[config.mk]
export PLATFORM = sky130hd
export DESIGN_NAME = sram_like_arbiter
export DESIGN_NICKNAME = d
export VERILOG_FILES = /design/src/rtl/sram_like_arbiter.sv
export SDC_FILE = /design/constraint.sdc
export NUM_CORES = 1
export LEC_CHECK = 0
export CORE_AREA = 2 2 123 125
export CTS_CLUSTER_SIZE = 16
export DETAILED_ROUTE_END_ITERATION = 10
export DIE_AREA = 0 0 125 127
export GPL_TIMING_DRIVEN = 0
export SLEW_MARGIN = 20
export SYNTH_ARGS = -nofsm -noshare
export SYNTH_HDL_FRONTEND = slang
export SYNTH_SLANG_ARGS = --single-unit
[constraint.sdc]
create_clock -name clk -period 1.1 [get_ports clk]
set_input_delay 0.22 -clock clk [delete_from_list [all_inputs] [get_ports clk]]
set_output_delay 0.22 -clock clk [all_outputs]
set_load 0.05 [all_outputs]
[src/rtl/sram_like_arbiter.sv]
// Arbiter that shares one SRAM-like port between the fetch (inst_*) and the MEM (data_*) requesters.
// The optional fetch-starvation guard is enabled by defining ARB_STARVE_GUARD_EN.
module sram_like_arbiter #(
    parameter int ADDR_W     = 32,
    parameter int DATA_W     = 32,
    parameter int STARVE_MAX = 4
) (
    input  logic                clk,
    input  logic                resetn,
    input  logic                inst_req,
    input  logic                inst_wr,
    input  logic [1:0]          inst_size,
    input  logic [ADDR_W-1:0]   inst_addr,
    input  logic [DATA_W/8-1:0] inst_wstrb,
    input  logic [DATA_W-1:0]   inst_wdata,
    output logic                inst_addr_ok,
    output logic                inst_data_ok,
    output logic [DATA_W-1:0]   inst_rdata,
    input  logic                data_req,
    input  logic                data_wr,
    input  logic [1:0]          data_size,
    input  logic [ADDR_W-1:0]   data_addr,
    input  logic [DATA_W/8-1:0] data_wstrb,
    input  logic [DATA_W-1:0]   data_wdata,
    output logic                data_addr_ok,
    output logic                data_data_ok,
    output logic [DATA_W-1:0]   data_rdata,
    output logic                bus_req,
    output logic                bus_wr,
    output logic [1:0]          bus_size,
    output logic [ADDR_W-1:0]   bus_addr,
    output logic [DATA_W/8-1:0] bus_wstrb,
    output logic [DATA_W-1:0]   bus_wdata,
    input  logic                bus_addr_ok,
    input  logic                bus_data_ok,
    input  logic [DATA_W-1:0]   bus_rdata
);

    typedef enum logic [1:0] {
        S_IDLE = 2'd0,
        S_ADDR = 2'd1,
        S_DATA = 2'd2
    } state_e;

    state_e state_q, state_d;
    logic   owner_q, owner_d;   // 1 = data requester owns the port
    logic   force_inst;
    logic   in_addr, in_data;

`ifdef ARB_STARVE_GUARD_EN
    localparam int CNT_W = ($clog2(STARVE_MAX + 1) > 3) ? $clog2(STARVE_MAX + 1) : 3;
    localparam logic [CNT_W-1:0] STARVE_LIM = CNT_W'(STARVE_MAX);

    logic [CNT_W-1:0] starve_cnt_q, starve_cnt_d;

    assign force_inst = inst_req && (starve_cnt_q == STARVE_LIM);
`else
    assign force_inst = 1'b0;
`endif

    always_comb begin
        state_d = state_q;
        owner_d = owner_q;
`ifdef ARB_STARVE_GUARD_EN
        starve_cnt_d = starve_cnt_q;
`endif
        case (state_q)
            S_IDLE: begin
                if (data_req && !force_inst) begin
                    owner_d = 1'b1;
                    state_d = S_ADDR;
`ifdef ARB_STARVE_GUARD_EN
                    if (inst_req && (starve_cnt_q < STARVE_LIM))
                        starve_cnt_d = starve_cnt_q + CNT_W'(1);
`endif
                end else if (inst_req) begin
                    owner_d = 1'b0;
                    state_d = S_ADDR;
`ifdef ARB_STARVE_GUARD_EN
                    starve_cnt_d = '0;
`endif
                end
            end
            // A requester dropping req here is a protocol error; we keep presenting it.
            S_ADDR: if (bus_addr_ok) state_d = S_DATA;
            S_DATA: if (bus_data_ok) state_d = S_IDLE;
            default: state_d = S_IDLE;
        endcase
    end

    always_ff @(posedge clk or negedge resetn) begin
        if (!resetn) begin
            state_q <= S_IDLE;
            owner_q <= 1'b0;
`ifdef ARB_STARVE_GUARD_EN
            starve_cnt_q <= '0;
`endif
        end else begin
            state_q <= state_d;
            owner_q <= owner_d;
`ifdef ARB_STARVE_GUARD_EN
            starve_cnt_q <= starve_cnt_d;
`endif
        end
    end

    assign in_addr = (state_q == S_ADDR);
    assign in_data = (state_q == S_DATA);

    // Bus fields are zeroed outside the address phase so nothing leaks while idle.
    assign bus_req   = in_addr;
    assign bus_wr    = in_addr & (owner_q ? data_wr : inst_wr);
    assign bus_size  = in_addr ? (owner_q ? data_size  : inst_size)  : '0;
    assign bus_addr  = in_addr ? (owner_q ? data_addr  : inst_addr)  : '0;
    assign bus_wstrb = in_addr ? (owner_q ? data_wstrb : inst_wstrb) : '0;
    assign bus_wdata = in_addr ? (owner_q ? data_wdata : inst_wdata) : '0;

    assign inst_addr_ok = in_addr & ~owner_q & bus_addr_ok;
    assign data_addr_ok = in_addr &  owner_q & bus_addr_ok;
    assign inst_data_ok = in_data & ~owner_q & bus_data_ok;
    assign data_data_ok = in_data &  owner_q & bus_data_ok;

    assign inst_rdata = bus_rdata;
    assign data_rdata = bus_rdata;

endmodule
==> flow_metrics.env <==
export IMPL_numPortBuffers=287
export IMPL_antennaDiodeCount=0
export IMPL_skew_ps=1.20
export IMPL_slowest_delay_ps=360
export IMPL_cts_buffers=3
export IMPL_final_cell_mix="147 x clkdlybuf4s50_1, 78 x buf_4, 72 x buf_6, 64 x dlygate4sd2_1, 56 x nor2_2"
export IMPL_tritoncts="built"
export IMPL_syn_inst=242
export IMPL_layout_cells_non_filler=740
export IMPL_wl_per_cell_um=13.9
export IMPL_synth_top_area_share_pct=39.5
export IMPL_slew_violations=0
export IMPL_synthTopCellsByArea="mux2i_1 40%, buf_4 28%, nor2_1 15%"
export IMPL_crit_slowest_cell="dfrtp_1"
export IMPL_period_share_pct=155
export IMPL_yosysTopAreaCell="mux2i_1"
export IMPL_synth_cell_type_count=19
export IMPL_grt_pass1_vias=2865
export IMPL_die_area_um2=15900
export IMPL_ys_seq_elements=3
export IMPL_dp_hpwl_um=8460
export IMPL_grt_ovfl_total=0
export IMPL_failed_checks="setup timing"
export IMPL_finalHoldViolCount=0
export IMPL_detail_route_wirelength_um=10300
export IMPL_die_w_um=125
export IMPL_fin_crit_ps=1700
export IMPL_chipHeight_um=127
export IMPL_post_route_drc_count=0
export IMPL_grt_max_degree=11
export IMPL_placementRows=44
export IMPL_synth_fp_nets=422
export IMPL_crit_type="reg2out"
export IMPL_vias=2772
export IMPL_arrival_ps=1480
export IMPL_multi_input_area_um2=1730
export IMPL_irDropWorstVdd_uv=1320
export IMPL_grt_setup_unrepaired="true"
export IMPL_p_per_area_nw_per_um2=2770
export IMPL_crit_path_cell_trace="buf_6, buf_12, buf_12, mux2i_4, nor2_2, buf_6"
export IMPL_finalWorstSetupSlack_ps=-602
export IMPL_drt_initial_drc_count=59
export IMPL_cap_violations=0
export IMPL_power_w=0.0170
export IMPL_drive_above_1_share_pct=54.1
export IMPL_htreeDepth=1
export IMPL_crit_path_start_kind="flip-flop"
export IMPL_grt_use_total_pct=11.7
export IMPL_final_common_cell="clkdlybuf4s50_1"
export IMPL_final_nets=737
export IMPL_status="finished, violations left"
export IMPL_nFillCells=1387
export IMPL_max_slew_margin_pct=65.6
export IMPL_clk_latency_ps=220
export IMPL_vias_per_cell=3.75
export IMPL_crit_family="buffers and inverters"
export IMPL_worstHoldPathType="in2async"
export IMPL_required_ps=880
export IMPL_critPathBufInv=4
export IMPL_gp_congestion=0.889
export IMPL_cts_sinks=3
export IMPL_worstPathMaxFanout=10
export IMPL_dp_cells=713
export IMPL_drtPass1Iterations=4
export IMPL_setup_violations=79
export IMPL_avgSynthCellArea_um2=7.43
export IMPL_start_util_pct=12.5
export IMPL_tightestPinTransition_ps=519
export IMPL_p_leak_nw=2.67
export IMPL_grt_pass1_wl_um=15200
export IMPL_endpoint_kind="output pin"
export IMPL_syn_to_final_growth_pct=242
export IMPL_clkTransAtPathRegs_ps=30
export IMPL_clock_fmax_mhz=588
export IMPL_clockBufferDepth=2
export IMPL_core_um2=14400
export IMPL_antenna_found_initial=0
export IMPL_io_pins=320
export IMPL_synth_cell_area_um2=1800
export IMPL_seq_area_um2=75.1
export IMPL_cts_root_buf="clkbuf_16"
export IMPL_ys_seq_area_share_pct=4.18
export IMPL_yosysWarnings=0
export IMPL_final_antenna_net_count=0
## path summary, 6_finish.rpt
check | start | endpoint | slack [ps] | cells past startpoint
max | owner_q | bus_addr[27] | -600 | 6
min | resetn | state_q[0] | 180 | 1
max reg2reg | state_q[0] | owner_q | -300 | 5
min reg2reg | state_q[1] | state_q[0] | 640 | 3
max in group asynchronous | resetn | state_q[1] | 780 | 1
min in group clk | bus_data_ok | state_q[1] | 610 | 2
## registers in the layout (all words and copies together) (netlist names)
register and cells:
owner_q 1, state_q 2
## worst register-to-register path, stage by stage (launching register included)
cell and delay (ps):
dfrtp_1 360, buf_6 120, buf_6 120, buf_6 120, or3b_1 370, a22o_1 200
## through the flow
stage	area (µm²)	hold slack (ps)	setup slack [ps]	util, %	TNS [ps]
after global placement	5200	412	-1030	36.1	-88260
after detailed placement	5200	413	-1040	36.1	-88800
after CTS	5820	178	-616	40.4	-40710
after floorplan	2100	-75.6	-446	-	-30180
final	6140	180	-602	42.6	-40750
after global routing	6140	180	-674	42.6	-45810
## area by class of cell
class | count | share of cell area [%]
plain buffers | 81 | 12.7
inverters | 1 | 0.143
well taps | 184 | 3.75
repair buffers | 311 | 52.8
flip-flops and latches | 3 | 1.22
multi-input cells | 156 | 28.1
clock buffers | 4 | 1.28
## kinds of logic (layout without fill, tap and decap cells)
logic type,Yosys count,after routing,synth area share [%]
buffers and inverters,83,397,36.7
flip-flops,3,3,4.18
AO/OA/AOI/OAI,3,3,1.18
AND/OR/NAND/NOR,82,82,18.4
multiplexers,71,71,39.5
## power breakdown
group          switching [W]  total [W]  internal, W
clock               0.000102   0.000580     0.000478
combinational        0.00891     0.0163      0.00735
sequential         0.0000243   0.000190     0.000166
total                0.00904     0.0170      0.00799
## Yosys cell counts
cell,n
nand2b_1,2
a22o_1,1
inv_2,1
buf_8,1
buf_12,4
buf_6,1
mux2i_1,71
nor2_1,73
and3_1,1
dfrtp_1,3
o21ai_1,1
or3b_1,1
nand2_1,1
buf_4,68
nor3b_1,1
nand3b_1,1
a211oi_1,1
buf_2,8
nor3_1,2
## repair_timing
| action | CTS | global route |
|---|---|---|
| endpoints found under the setup margin | 141 | 77 |
| resized for setup | 671 | 50 |
| hold buffers | 0 | 0 |
| pin swaps | 6 | 12 |
| gates cloned | 3 | 2 |
| setup buffers | 10 | 10 |
## routing by layer
metal	part of all wire [%]	global-route usage, %
met3	8.3	3.02
met5	0	0
met1	34	11.8
met4	1.2	2.16
met2	57	24.0
Note: power is estimated with default switching activity, not from simulation.
